==> src/rtl/mem_stage_access_unit.sv <==
// ---------------------------------------------------------------------------
// mem_stage_access_unit
//
// Purpose:
//   Consumer side of the EX/MEM pipeline register. It samples the EX/MEM
//   fields and either forwards the ALU result directly (one cycle) or runs a
//   data-memory load/store over a req/ack handshake. While an access is
//   outstanding it stalls the front of the pipeline. The result toward the
//   MEM/WB register is registered and qualified by a one-cycle valid strobe.
//
// Handshake:
//   mem_req rises when the unit enters ACCESS. It stays high, with mem_we,
//   mem_addr and mem_wdata held stable, until mem_ack is seen high at a
//   rising edge. mem_ack is a single-cycle strobe, and mem_rdata is sampled
//   on that same edge. mem_ack is ignored while no request is outstanding.
//
// Configuration macro:
//   MEM_TIMEOUT_EN - when defined, an access that waits TIMEOUT cycles
//                    without an ack is aborted. The abort produces a
//                    result-less valid strobe and sets the sticky err_out.
//                    When undefined, the unit waits indefinitely and err_out
//                    is tied to 0.
//
// Ports:
//   clk, rst             clock (rising edge) and synchronous active-high reset
//   wbs_in .. ni_in      EX/MEM fields: writeback en, store en, load select,
//                        ALU result / address, store data, wm flag, bubble flag
//   mem_req/we/addr/wdata  memory request channel (outputs)
//   mem_rdata, mem_ack   memory response channel (inputs)
//   stall_out            holds EX/MEM and earlier stages during an access
//   valid_out            one-cycle strobe: result fields updated
//   wbs_out, wm_out, ni_out, result_out  fields toward MEM/WB (held)
//   err_out              sticky access-timeout flag
// ---------------------------------------------------------------------------
module mem_stage_access_unit #(
    parameter int DATA_W  = 16,
    parameter int ADDR_W  = 16,
    parameter int TIMEOUT = 15
) (
    input  logic              clk,
    input  logic              rst,
    input  logic              wbs_in,
    input  logic              wme_in,
    input  logic              mm_in,
    input  logic [DATA_W-1:0] ALUresult_in,
    input  logic [DATA_W-1:0] memData_in,
    input  logic              wm_in,
    input  logic              ni_in,
    output logic              mem_req,
    output logic              mem_we,
    output logic [ADDR_W-1:0] mem_addr,
    output logic [DATA_W-1:0] mem_wdata,
    input  logic [DATA_W-1:0] mem_rdata,
    input  logic              mem_ack,
    output logic              stall_out,
    output logic              valid_out,
    output logic              wbs_out,
    output logic              wm_out,
    output logic              ni_out,
    output logic [DATA_W-1:0] result_out,
    output logic              err_out
);

    if (TIMEOUT < 1) begin : g_timeout_check
        $error("TIMEOUT must be at least 1");
    end

    typedef enum logic [0:0] {
        IDLE   = 1'b0,
        ACCESS = 1'b1
    } state_t;

    state_t state_q, state_d;

    // Instruction latched for the duration of an access
    logic              we_q, we_d;
    logic [ADDR_W-1:0] addr_q, addr_d;
    logic [DATA_W-1:0] wdata_q, wdata_d;
    logic [DATA_W-1:0] alu_q, alu_d;
    logic              wbs_lat_q, wbs_lat_d;
    logic              wm_lat_q, wm_lat_d;
    logic              load_q, load_d;

    // Registered result toward MEM/WB
    logic              valid_q, valid_d;
    logic [DATA_W-1:0] result_q, result_d;
    logic              wbs_out_q, wbs_out_d;
    logic              wm_out_q, wm_out_d;
    logic              ni_out_q, ni_out_d;

    logic              is_mem_op;
    logic              timeout_hit;

    assign is_mem_op = !ni_in && (wme_in || mm_in);

`ifdef MEM_TIMEOUT_EN
    localparam int CNT_W = $clog2(TIMEOUT + 1);

    logic [CNT_W-1:0] cnt_q, cnt_d;
    logic             err_q, err_d;

    // cnt_q counts completed ack-less ACCESS cycles; the access is dropped
    // at the end of the TIMEOUT-th such cycle.
    assign timeout_hit = (state_q == ACCESS) && !mem_ack
                         && (cnt_q == CNT_W'(TIMEOUT - 1));

    always_comb begin
        cnt_d = cnt_q;
        err_d = err_q;
        if (state_q == IDLE) begin
            cnt_d = '0;
        end else if (!mem_ack) begin
            cnt_d = cnt_q + CNT_W'(1);
        end
        if (timeout_hit) begin
            err_d = 1'b1;
        end
    end

    always_ff @(posedge clk) begin
        if (rst) begin
            cnt_q <= '0;
            err_q <= 1'b0;
        end else begin
            cnt_q <= cnt_d;
            err_q <= err_d;
        end
    end

    assign err_out = err_q;
`else
    assign timeout_hit = 1'b0;
    assign err_out     = 1'b0;
`endif

    // ---------------- state register (and datapath registers) -------------
    always_ff @(posedge clk) begin
        if (rst) begin
            state_q   <= IDLE;
            we_q      <= 1'b0;
            addr_q    <= '0;
            wdata_q   <= '0;
            alu_q     <= '0;
            wbs_lat_q <= 1'b0;
            wm_lat_q  <= 1'b0;
            load_q    <= 1'b0;
            valid_q   <= 1'b0;
            result_q  <= '0;
            wbs_out_q <= 1'b0;
            wm_out_q  <= 1'b0;
            ni_out_q  <= 1'b1;
        end else begin
            state_q   <= state_d;
            we_q      <= we_d;
            addr_q    <= addr_d;
            wdata_q   <= wdata_d;
            alu_q     <= alu_d;
            wbs_lat_q <= wbs_lat_d;
            wm_lat_q  <= wm_lat_d;
            load_q    <= load_d;
            valid_q   <= valid_d;
            result_q  <= result_d;
            wbs_out_q <= wbs_out_d;
            wm_out_q  <= wm_out_d;
            ni_out_q  <= ni_out_d;
        end
    end

    // ---------------- next-state logic ----------------
    always_comb begin
        state_d = state_q;
        case (state_q)
            IDLE:    if (is_mem_op) state_d = ACCESS;
            ACCESS:  if (mem_ack || timeout_hit) state_d = IDLE;
            default: state_d = IDLE;
        endcase
    end

    // ---------------- output / datapath logic ----------------
    always_comb begin
        we_d      = we_q;
        addr_d    = addr_q;
        wdata_d   = wdata_q;
        alu_d     = alu_q;
        wbs_lat_d = wbs_lat_q;
        wm_lat_d  = wm_lat_q;
        load_d    = load_q;
        valid_d   = 1'b0;
        result_d  = result_q;
        wbs_out_d = wbs_out_q;
        wm_out_d  = wm_out_q;
        ni_out_d  = ni_out_q;

        case (state_q)
            IDLE: begin
                if (ni_in) begin
                    ni_out_d  = 1'b1;
                    wbs_out_d = 1'b0;
                end else if (is_mem_op) begin
                    we_d      = wme_in;
                    addr_d    = ALUresult_in[ADDR_W-1:0];
                    wdata_d   = memData_in;
                    alu_d     = ALUresult_in;
                    wbs_lat_d = wbs_in;
                    wm_lat_d  = wm_in;
                    // A store wins when both wme and mm are set
                    load_d    = mm_in && !wme_in;
                end else begin
                    valid_d   = 1'b1;
                    result_d  = ALUresult_in;
                    wbs_out_d = wbs_in;
                    wm_out_d  = wm_in;
                    ni_out_d  = 1'b0;
                end
            end
            ACCESS: begin
                if (mem_ack) begin
                    valid_d   = 1'b1;
                    result_d  = load_q ? mem_rdata : alu_q;
                    wbs_out_d = wbs_lat_q;
                    wm_out_d  = wm_lat_q;
                    ni_out_d  = 1'b0;
                end else if (timeout_hit) begin
                    // Aborted access: strobe with no writeback
                    valid_d   = 1'b1;
                    result_d  = '0;
                    wbs_out_d = 1'b0;
                    wm_out_d  = wm_lat_q;
                    ni_out_d  = 1'b0;
                end
            end
            default: ;
        endcase
    end

    assign mem_req    = (state_q == ACCESS);
    assign stall_out  = (state_q == ACCESS);
    assign mem_we     = we_q;
    assign mem_addr   = addr_q;
    assign mem_wdata  = wdata_q;
    assign valid_out  = valid_q;
    assign result_out = result_q;
    assign wbs_out    = wbs_out_q;
    assign wm_out     = wm_out_q;
    assign ni_out     = ni_out_q;

endmodule

==> config.mk <==
export PLATFORM = sky130hd
export DESIGN_NAME = mem_stage_access_unit
export DESIGN_NICKNAME = d
export VERILOG_FILES = /design/src/rtl/mem_stage_access_unit.sv
export SDC_FILE = /design/constraint.sdc
export NUM_CORES = 1
export LEC_CHECK = 0
export BUFFER_PORTS_ARGS = -buffer_cell sky130_fd_sc_hd__buf_2
export CELL_PAD_IN_SITES_DETAIL_PLACEMENT = 1
export CELL_PAD_IN_SITES_GLOBAL_PLACEMENT = 1
export CORE_ASPECT_RATIO = 1.25
export CORE_MARGIN = 1
export CORE_UTILIZATION = 36
export CTS_CLUSTER_SIZE = 8
export DETAILED_ROUTE_END_ITERATION = 10
export HOLD_SLACK_MARGIN = 0.1
export PLACE_DENSITY = 0.93
export SLEW_MARGIN = 10
export SYNTH_ARGS = -nofsm -noshare
export SYNTH_HDL_FRONTEND = slang
export SYNTH_SLANG_ARGS = --single-unit
==> constraint.sdc <==
create_clock -name clk -period 2.36 [get_ports clk]
set_input_delay 0.118 -clock clk [delete_from_list [all_inputs] [get_ports clk]]
set_output_delay 0.118 -clock clk [all_outputs]
set_load 0.005 [all_outputs]
Word-level counts from Yosys, hierarchy flattened
Index checks and enable logic that the tools add are counted.
{"block": "op_classes", "n_eq_ne": 4, "n_mux": 24, "bitwise": 2, "reduce_logical": 8}
{"op": "2-to-1 mux 16 bit", "count": 4}
{"op": "one-hot mux 16 bit (2 select lines)", "count": 1}
{"op": "2-to-1 mux 1 bit", "count": 14}
{"op": "one-hot mux 1 bit (2 select lines)", "count": 5}
{"op": "!= test 2 bit (second input constant)", "count": 3}
{"op": "AND reduction 3 bit", "count": 2}
{"op": "!= test 3 bit (second input constant)", "count": 1}
{"op": "logical AND 1 bit", "count": 2}
{"op": "zero test 1 bit", "count": 2}
{"op": "NOT 1 bit", "count": 2}
{"op": "AND reduction 2 bit", "count": 1}
{"op": "logical OR 1 bit", "count": 1}
{"block": "totals", "ff_bits": 57, "in_bits": 56, "output_inout_bits": 56, "elab_cells": 50}

Depth between registers and ports, before layout
Gate-level depths: netlist of run 1.
{"block": "depth", "depth_word": 5, "depth_mapped": 5, "depth_no_buf": 3}

Worst setup path before layout of run 1
OpenSTA, ideal clock, no wires.
{"block": "synth_path", "path_type": "register -> register", "start": "register load_q", "end": "register result_q[0], in the netlist result_out[0]", "setup_time_ns": 0.122, "arrival_ns": 1.248, "t_required_ns": 2.238, "setup_slack_ns": 0.991, "stages_incl_launch_ff": 6, "path_buffers": 2, "synth_period_minus_slack_ns": 1.369, "path_cell_list": "dfxtp_1 > buf_2 > buf_2 > mux2i_1 > nor2_1 > a221o_1"}
{"block": "synth_between", "elab_chain_cells": 3}
{"element": "start: declaration", "line_no": "82", "source": "logic load_q, load_d;"}
{"element": "start signal: assignment", "line_no": "160", "source": "load_q <= load_d;"}
{"element": "2-to-1 mux 16 bit", "line_no": "219", "source": "result_d = load_q ? mem_rdata : alu_q;"}
{"element": "2-to-1 mux 16 bit", "line_no": "217", "source": "if (mem_ack) begin"}
{"element": "one-hot mux 16 bit (2 select lines)", "line_no": "194", "source": "case (state_q)"}
{"element": "end signal: assignment", "line_no": "162", "source": "result_q <= result_d;"}
{"element": "end: declaration", "line_no": "86", "source": "logic [DATA_W-1:0] result_q, result_d;"}
Every way passes these cells. The select of a mux whose other input is x is not followed.
A chain may end at the register's enable or synchronous reset.

Final worst setup path of run 1
{"block": "layout_path", "start": "register state_q, in the netlist mem_req", "end": "register result_q[14], in the netlist result_out[14]"}
{"block": "layout_between", "elab_chain_cells": 3, "elab_cells_between_ends": 6, "cone_classes": "3 x eq/ne; 1 x mux; 1 x bitwise; 1 x reduce/logical"}
{"element": "start: declaration", "line_no": "73", "source": "state_t state_q, state_d;"}
{"element": "start signal: assignment", "line_no": "153", "source": "state_q <= state_d;"}
{"element": "NOT 1 bit (no source line)"}
{"element": "!= test 2 bit (no source line)"}
{"element": "AND reduction 3 bit (no source line)"}
Several ways; a longest one is shown, not always the timed one.

==> results of run 1 <==
[metrics by stage]
stage,util (%),worst slack (ps)
2_1_floorplan,-,991
3_3_place_gp,45.6,513
3_5_place_dp,45.6,396
4_1_cts,54.0,383
5_1_grt,54.0,191
6_report,54.0,356
[cells by family (layout without fill, tap and decap cells)]
group                  after synthesis  in the layout  synth area share (%)
AOI/OAI and AO/OA                   95             95                  23.7
buffers and inverters               30            171                  7.49
DFF                                 57             57                  47.1
muxes                               18             18                  7.49
other                                1              1                 0.155
and+or+nand+nor                     66             66                  14.1
[layout make-up]
class                   instances  area (µm²)
flip-flops and latches         57        1140
inverters                       3        11.3
clock inverters                 3        40.0
fillers                       804        3000
clock buffers                  12         155
well taps                      87         109
repair buffers                153         961
multi-input cells             180        1100
[routing by layer]
metal / GRT usage (%) / wire [µm]
met5: 0 / 0
met1: 26.0 / 3340
met2: 48.4 / 4600
met3: 5.90 / 490
met4: 12.3 / 131
[worst paths after layout]
check | end | depth (start not counted) | slack [ps]
max | result_out[14] | 3 | 360
min | result_out[5] | 4 | 130
max reg2reg | result_out[14] | 3 | 360
min reg2reg | wm_out | 2 | 460
[cell usage after synthesis]
cell type and count:
nor4bb_1 1, o211ai_1 1, dlymetal6s2s_1 3, nand3b_1 1, nor4_2 1, buf_2 13
a211oi_2 1, dfxtp_1 57, or2_1 2, mux2_1 1, clkbuf_1 6, o21ai_1 37
nand2b_1 1, nor2_1 18, conb_1 1, inv_1 3, nor2_2 1, nand3_1 34
and2_1 1, a221o_1 17, a41oi_1 1, buf_6 2, mux2i_1 17, nor3_4 1
nor3b_1 2, a21oi_1 38, buf_4 3, nand2_1 3
[cells in the final DEF, fill, tap and decap left out, types with 8 or more instances in the layout]
cell type and n:
buf_2 110, dfxtp_1 57, a21oi_1 38, o21ai_1 37, dlygate4sd3_1 35, nand3_1 34
mux2i_1 17, nor2_1 17, a221o_1 17, clkbuf_8 11, buf_4 8
[report_power, final]
part	switching [mW]	leakage (nW)	internal, mW
Sequential	0.0401	0.466	1.02
Combinational	0.191	0.974	0.180
Clock	0.374	0.102	0.536
[critical path: cells and delay by family (launching register included)]
family | cells | cell delay, ps
DFF | 1 | 600
AOI/OAI and AO/OA | 2 | 1220
and+or+nand+nor | 1 | 120
==> summary.txt, run 1 <==
Status - complete, no violations
Root Buffer - clkbuf_8
First-pass DRT Iterations - 6
Routed vias/inst - 5.28
Synth top area cells - dfxtp_1 (47%), a21oi_1 (7.8%), o21ai_1 (7.6%)
Site row count - 33
Cts bufs inserted - 9
WP data arrival - 2280 ps
Vias in the first global route - 2800
Cells after Synth - 267
Layout overhead on the synthesized area - 45.3%
Placed Instances - 445
Worst path cell trace - nor4_2, a211oi_2, a221o_1
Fin Setup TNS - 0 ps
Seq/Total Area, Yosys - 47.1%
Longest Clk Path Bufs - 2
RSZ-0062 raised after global routing - no
Final Skew - 6.07 ps
Core ar. - 6520 µm²
Clock sink count - 57
Crit Reg-Reg Startpoint - mem_req
Worst setup SP type - flip-flop
# Post-CTS Setup Buffers - 0
Diodes inserted - 0
WL/cell - 17.3 µm
I/O pins - 112
Htree depth - 3
Post-synthesis net count - 323
CP Class - reg2reg
Area leader, netlist - dfxtp_1
Final WL - 8560 µm
Ys Warns - 0
PortBufs - 110
Fin crit share - 84.9%
Post-CTS sizing - 0
# setup viols final - 0
Total track usage - 25.9%
Antenna viol nets, final - 0
Cell variety after synth - 28
Layout cells sized above 1 - 33.6%
CTS tree - built
Final Power - 2.34 mW
DR iter-0 viols - 93
Worst path required time - 2630 ps
Max_cap viols - 0
Final hold viol count - 0
Hold slack - 129 ps
Post-Syn Area - 2420 µm²
Post-DP HPWL - 5500 µm
Worst-Skew Late Latency - 340 ps
Die area - 7070 µm²
Worst path max stage delay - 930 ps
Hold crit path type - in2reg
Layout Cells excl Fill - 495
Routed vias - 2614
Final GP Congestion - 0.773
Die W - 75.4 µm
Final Max Slew Viols - 0
Hold-fix buffers, CTS - 35
Worst slew margin - 21.0%
Design Area, Final - 3520 µm²
Net count reported at finish - 460
Initial antenna violation count - 0
Mean Syn Cell Area - 9.08 µm²
Initial Utilization - 37.1%
Setup crit start - mem_req
Largest vdd supply drop - 455 µV
Dpl cell area - 2980 µm²
Top-area cell type share of the netlist area - 47.1%
Worst Setup End Kind - flip-flop
Number of remaining DRC errors - 0
Leak pwr - 1.54 nW
Achievable Freq - 499 MHz
Worst path slowest cell - a211oi_2
Worst-path fanout max - 16
Worst-margin pin slew - 1180 ps
PwrDens - 664 nW/µm²
Global route overflow - 0
Maximum number of pins on one net before global-route repair - 36
Final min period - 2000 ps
Global-route wire length before repair - 13400 µm
Worst min-delay path startpoint - mem_rdata[5]
Synthesized flop and latch total - 57
Die Span Y - 93.7 µm
Clock-pin slew on the worst setup and hold paths - 60 ps
No activity file was read; power rests on OpenSTA's default activity.
==> inputs of run 2 (changes only) <==
--- a/config.mk
+++ b/config.mk
@@ -10,11 +10,11 @@
 export CELL_PAD_IN_SITES_GLOBAL_PLACEMENT = 1
 export CORE_ASPECT_RATIO = 1.25
 export CORE_MARGIN = 1
-export CORE_UTILIZATION = 36
+export CORE_UTILIZATION = 30
 export CTS_CLUSTER_SIZE = 8
 export DETAILED_ROUTE_END_ITERATION = 10
 export HOLD_SLACK_MARGIN = 0.1
-export PLACE_DENSITY = 0.93
+export PLACE_DENSITY = 0.84
 export SLEW_MARGIN = 10
 export SYNTH_ARGS = -nofsm -noshare
 export SYNTH_HDL_FRONTEND = slang
==> constraint.sdc (replaced) <==
create_clock -name clk -period 1.6 [get_ports clk]
set_input_delay 0.08 -clock clk [delete_from_list [all_inputs] [get_ports clk]]
set_output_delay 0.08 -clock clk [all_outputs]
set_load 0.005 [all_outputs]
==> summary.txt, run 2 (synthesis results as in run 1) <==
Grt peak-use layer - met2
Clock power frac - 40.3% (+1.4 points)
Worst Setup End Kind - flip-flop
Final hold viol count - 0 (unchanged)
Maximum number of pins on one net before global-route repair - 36 (unchanged)
Post-DP HPWL - 5520 µm (+0.40%)
Initial Utilization - 31.1% (-6.0 points)
Worst slew margin - 49.2% (+28 points)
Int Power - 2.67 mW (+54%)
PortBufs - 110 (unchanged)
Global route overflow - 0 (unchanged)
Worst-path fanout max - 16 (unchanged)
Reg2Reg Setup Slack - 80 ps (-280 ps)
Met2 usage - 39.5% (-9.0 points)
Achievable Freq - 657 MHz (+32%)
Crit Reg-Reg Startpoint - mem_req
# fillers - 926 (+15%)
Global-route wire length before repair - 13600 µm (+1.2%)
Grt met1 use - 22.3% (-3.7 points)
Site row count - 36 (+9.1%)
Initial antenna violation count - 0 (unchanged)
R2R depth - 3 (unchanged)
Core ar. - 7790 µm² (+19%)
Net count reported at finish - 478 (+3.9%)
Status - complete, no violations
Die area - 8440 µm² (+20%)
Combinational share of power - 16.6% (+0.7 points)
Routed vias/inst - 5.16 (-2.4%)
Layout cells sized above 1 - 34.0% (+0.38 points)
# setup viols final - 0 (unchanged)
Reg2Reg Capture Point - result_out[15]
Setup crit start - mem_req
Fin crit share - 95.1% (+10 points)
Htree depth - 3 (unchanged)
Met3 Usage GRT - 4.96% (-0.95 points)
CTS tree - built
Worst min-delay path startpoint - mem_rdata[1]
Final Skew - 8.04 ps (+1.97 ps)
Root Buffer - clkbuf_8
Final WL - 8830 µm (+3.2%)
Die W - 82.4 µm (+9.3%)
Fin Setup TNS - 0 ps (unchanged)
Final Power - 3.59 mW (+54%)
WL/cell - 16.9 µm (-2.2%)
Final min period - 1520 ps (-482 ps)
Hold slack - 109 ps (-20.0 ps)
Diodes inserted - 0 (unchanged)
First-pass DRT Iterations - 4 (-2)
WP data arrival - 1790 ps (-490 ps)
Number of remaining DRC errors - 0 (unchanged)
Max_cap viols - 0 (unchanged)
Die Span Y - 102 µm (+9.3%)
Seq pwr share - 43.1% (-2.1 points)
Leak pwr - 1.63 nW (+5.8%)
Final GP Congestion - 0.712 (-7.9%)
Antenna viol nets, final - 0 (unchanged)
PwrDens - 963 nW/µm² (+45%)
Most frequent cells in the layout - buf_2 (110), dfxtp_1 (57), dlygate4sd3_1 (46)
Worst-Skew Late Latency - 330 ps (about the same)
Clock sink count - 57 (unchanged)
Worst-margin pin slew - 759 ps (-424 ps)
Clock-pin slew on the worst setup and hold paths - 70 ps (about the same)
Fin util - 47.9% (-6.1 points)
Final Max Slew Viols - 0 (unchanged)
CP Class - reg2reg
Net Switching - 926 µW (+53%)
RSZ-0062 raised after global routing - no
DR iter-0 viols - 46 (-51%)
Cts bufs inserted - 9 (unchanged)
Hold crit path type - in2reg
Commonest non-fill, non-tap cell in the layout - buf_2
Longest Clk Path Bufs - 2 (unchanged)
Routed vias - 2691 (+2.9%)
I/O pins - 112 (unchanged)
Worst path required time - 1870 ps (-760 ps)
Worst setup SP type - flip-flop
Crit path to - result_out[15]
Vias in the first global route - 2829 (+1.0%)
Layout overhead on the synthesized area - 54.0%
Largest vdd supply drop - 476 µV (+4.6%)
Total track usage - 21.6% (-4.3 points)
Sw frac - 25.8% (-0.12 points)
-- run 2: cell count changes in the layout (fill, tap and decap cells not counted), sizes merged --
cell         delta
clkinv          +1
buf             +7
clkinvlp        +1
bufinv          +1
clkbuf          -2
dlygate4sd3    +11
-- run 2: how the worst min path moves through the flow --
stage | endpoint | cells past startpoint
final | result_out[1] | 4
after global routing | result_out[1] | 4
after CTS | result_out[1] | 4
after detailed placement | result_out[15] | 2
after global placement | result_out[15] | 2
after floorplan | result_out[0] | 1
-- run 2: power by group through the flow --
| stage | Sequential (mW) | Combinational [mW] | Clock, mW |
|---|---|---|---|
| 2_1_floorplan | 1.58 | 0.263 | 0 |
| 3_3_place_gp | 1.58 | 0.477 | 0 |
| 3_5_place_dp | 1.58 | 0.497 | 0 |
| 4_1_cts | 1.55 | 0.586 | 1.49 |
| 5_1_grt | 1.56 | 0.654 | 1.54 |
| 6_report | 1.55 | 0.595 | 1.45 |
-- run 2: area by class of cell --
type	instances	area (µm²)	area share (%)
well taps	95	119	3.18
inverters	3	11.3	0.302
clock inverters	6	82.6	2.21
repair buffers	171	1140	30.5
flip-flops and latches	57	1140	30.6
multi-input cells	180	1110	29.8
clock buffers	10	128	3.42
-- run 2: routing by layer --
layer / part of all wire (%) / up-vias
met2: 52 / 98
met5: 0 / -
met1: 40 / 1288
li1: - / 1286
met4: 2.6 / 0
met3: 5.7 / 19
-- run 2: worst max-delay path: stages, from the launching register on --
cell and delay (ps):
dfxtp_1 450, nor4_2 110, a211oi_4 620, a221o_1 270
-- run 2: repair_timing --
| item | in CTS | in global routing |
|---|---|---|
| gates resized for setup | 1 | 1 |
| buffers inserted | 0 | 1 |
| hold endpoints to repair | 52 | 0 |
| pin swaps | 0 | 1 |
| endpoints found under the setup margin | 16 | 17 |
| hold buffers | 46 | 0 |
-- run 2: metrics by stage --
step / instance area, µm² / cells / worst slack, ps
after floorplan: 2420 / 267 / 231
after global placement: 3030 / 459 / -69.9
after detailed placement: 3030 / 459 / -174
after CTS: 3710 / 521 / 14.1
after global routing: 3730 / 522 / 4.12
final: 3730 / 522 / 77.8
==> inputs of run 3 (changes only) <==
==> constraint.sdc (replaced) <==
create_clock -name clk -period 1.6 [get_ports clk]
set_input_delay 0.24 -clock clk [delete_from_list [all_inputs] [get_ports clk]]
set_output_delay 0.24 -clock clk [all_outputs]
set_load 0.005 [all_outputs]
==> summary.txt, run 3 (synthesis results as in run 1) <==
Status - complete, no violations
Final min period - 1520 ps (-6.51 ps)
Hold-fix buffers, CTS - 0 (-100%)
# setup viols final - 0 (unchanged)
Initial Utilization - 31.1% (unchanged)
CP Buf/Inv Count - 1 (+1)
Max_cap viols - 0 (unchanged)
Global route overflow - 0 (unchanged)
Net count reported at finish - 433 (-9.4%)
Die W - 82.4 µm (unchanged)
Hold slack - 159 ps (+50.7 ps)
Worst path slowest cell - nor4_2
WP data arrival - 1720 ps (-70 ps)
Number of remaining DRC errors - 0 (unchanged)
Die Span Y - 102 µm (unchanged)
Fin crit share - 94.7% (-0.41 points)
Diodes inserted - 0 (unchanged)
Reg2Reg Setup Slack - 80 ps (about the same)
Final Power - 3.60 mW (+0.13%)
Final hold viol count - 0 (unchanged)
Post-DP HPWL - 5480 µm (-0.77%)
Htree depth - 3 (unchanged)
Worst path max stage delay - 450 ps (-170 ps)
DR iter-0 viols - 58 (+26%)
Vias in the first global route - 2550 (-9.9%)
Layout Cells excl Fill - 477 (-8.6%)
Worst Setup End Kind - flip-flop
Initial antenna violation count - 0 (unchanged)
Site row count - 36 (unchanged)
Layout cells sized above 1 - 38.2% (+4.3 points)
Core ar. - 7790 µm² (unchanged)
RSZ-0062 raised after global routing - no
Most frequent cells in the layout - buf_2 (110), dfxtp_1 (57), a21oi_1 (38)
WL/cell - 16.1 µm (-4.7%)
Worst setup SP type - flip-flop
Worst path cell trace - nor4_2, a211oi_4, buf_12, a221o_1
FF/Latch Area - 1140 µm² (unchanged)
Total track usage - 19.3% (-2.3 points)
Commonest non-fill, non-tap cell in the layout - buf_2
Final Max Slew Viols - 0 (unchanged)
Achievable Freq - 660 MHz (+0.43%)
Root Buffer - clkbuf_8
CTS tree - built
Routed vias - 2465 (-8.4%)
Fin Setup TNS - 0 ps (unchanged)
Placed Instances - 460 (+0.22%)
Final WL - 7690 µm (-13%)
Clock-pin slew on the worst setup and hold paths - 70 ps (about the same)
Routed vias/inst - 5.17 (+0.24%)
Crit Reg-Reg Startpoint - mem_req
Clock sink count - 57 (unchanged)
Die area - 8440 µm² (unchanged)
Multi-input gate area - 1110 µm² (unchanged)
Hold crit path type - in2reg
Maximum number of pins on one net before global-route repair - 34 (-5.6%)
CP Class - reg2reg
Worst min-delay path startpoint - memData_in[6]
Setup crit start - mem_req
Cts bufs inserted - 9 (unchanged)
Global-route wire length before repair - 12200 µm (-10%)
Final Skew - 10.4 ps (+2.31 ps)
Worst-Skew Late Latency - 330 ps (about the same)
I/O pins - 112 (unchanged)
Kind of cell adding the most delay to the critical path - simple AND/OR/NAND/NOR gates
Largest vdd supply drop - 562 µV (+18%)
PwrDens - 1090 nW/µm² (+13%)
Antenna viol nets, final - 0 (unchanged)
PortBufs - 110 (unchanged)
Worst-path fanout max - 16 (unchanged)
Layout overhead on the synthesized area - 36.0%
# fillers - 954 (+3.0%)
Longest Clk Path Bufs - 2 (unchanged)
Final GP Congestion - 0.763 (+7.1%)
Worst path required time - 1810 ps (-60 ps)
First-pass DRT Iterations - 4 (unchanged)
Leak pwr - 1.45 nW (-11%)
## run 3: worst min-delay path, delay by kind of cell
kind | cells | cell delay (ps)
AO/OA/AOI/OAI | 1 | 50
buffers and inverters | 1 | 100
AND/OR/NAND/NOR | 1 | 50
## run 3: final timing paths
path	endpoint	cells past startpoint
setup / recovery	result_out[15]	4
hold / removal	mem_wdata[6]	3
setup reg to reg	result_out[15]	4
hold reg to reg	mem_we	2
## run 3: where the power goes
group	internal [mW]	leakage (nW)	switching, mW
registers	1.50	0.466	0.0486
clock network	0.963	0.109	0.586
logic	0.229	0.873	0.271
## run 3: repair_timing
action,4_1_cts,5_1_grt
gates resized for setup,1,0
pin swaps,0,1
setup endpoints to repair,16,14
cloned,0,0
setup buffers,0,1
## run 3: final cells by class
type	count	share of cell area [%]
clock inverters	4	2.28
flip-flops and latches	57	34.6
inverters	3	0.342
multi-input cells	180	33.7
repair buffers	126	20.7
well taps	95	3.61
clock buffers	12	4.71
## run 3: layer usage
layer	wire (µm)	share of wire [%]	GRT usage (%)	vias to the layer above
li1	-	-	-	1192
met1	3250	42	21.9	1174
met2	3790	49	34.2	90
met3	550	7.2	4.87	9
met4	97	1.3	7.29	0
met5	0	0	0	-
## run 3: stage by stage
stage	instance area (µm²)	setup WS [ps]	utilization [%]
floorplan	2420	231	-
global placement	3040	-112	39.0
detailed placement	3040	-211	39.0
CTS	3280	48.2	42.0
global route	3300	16.6	42.3
finish	3300	84.3	42.3
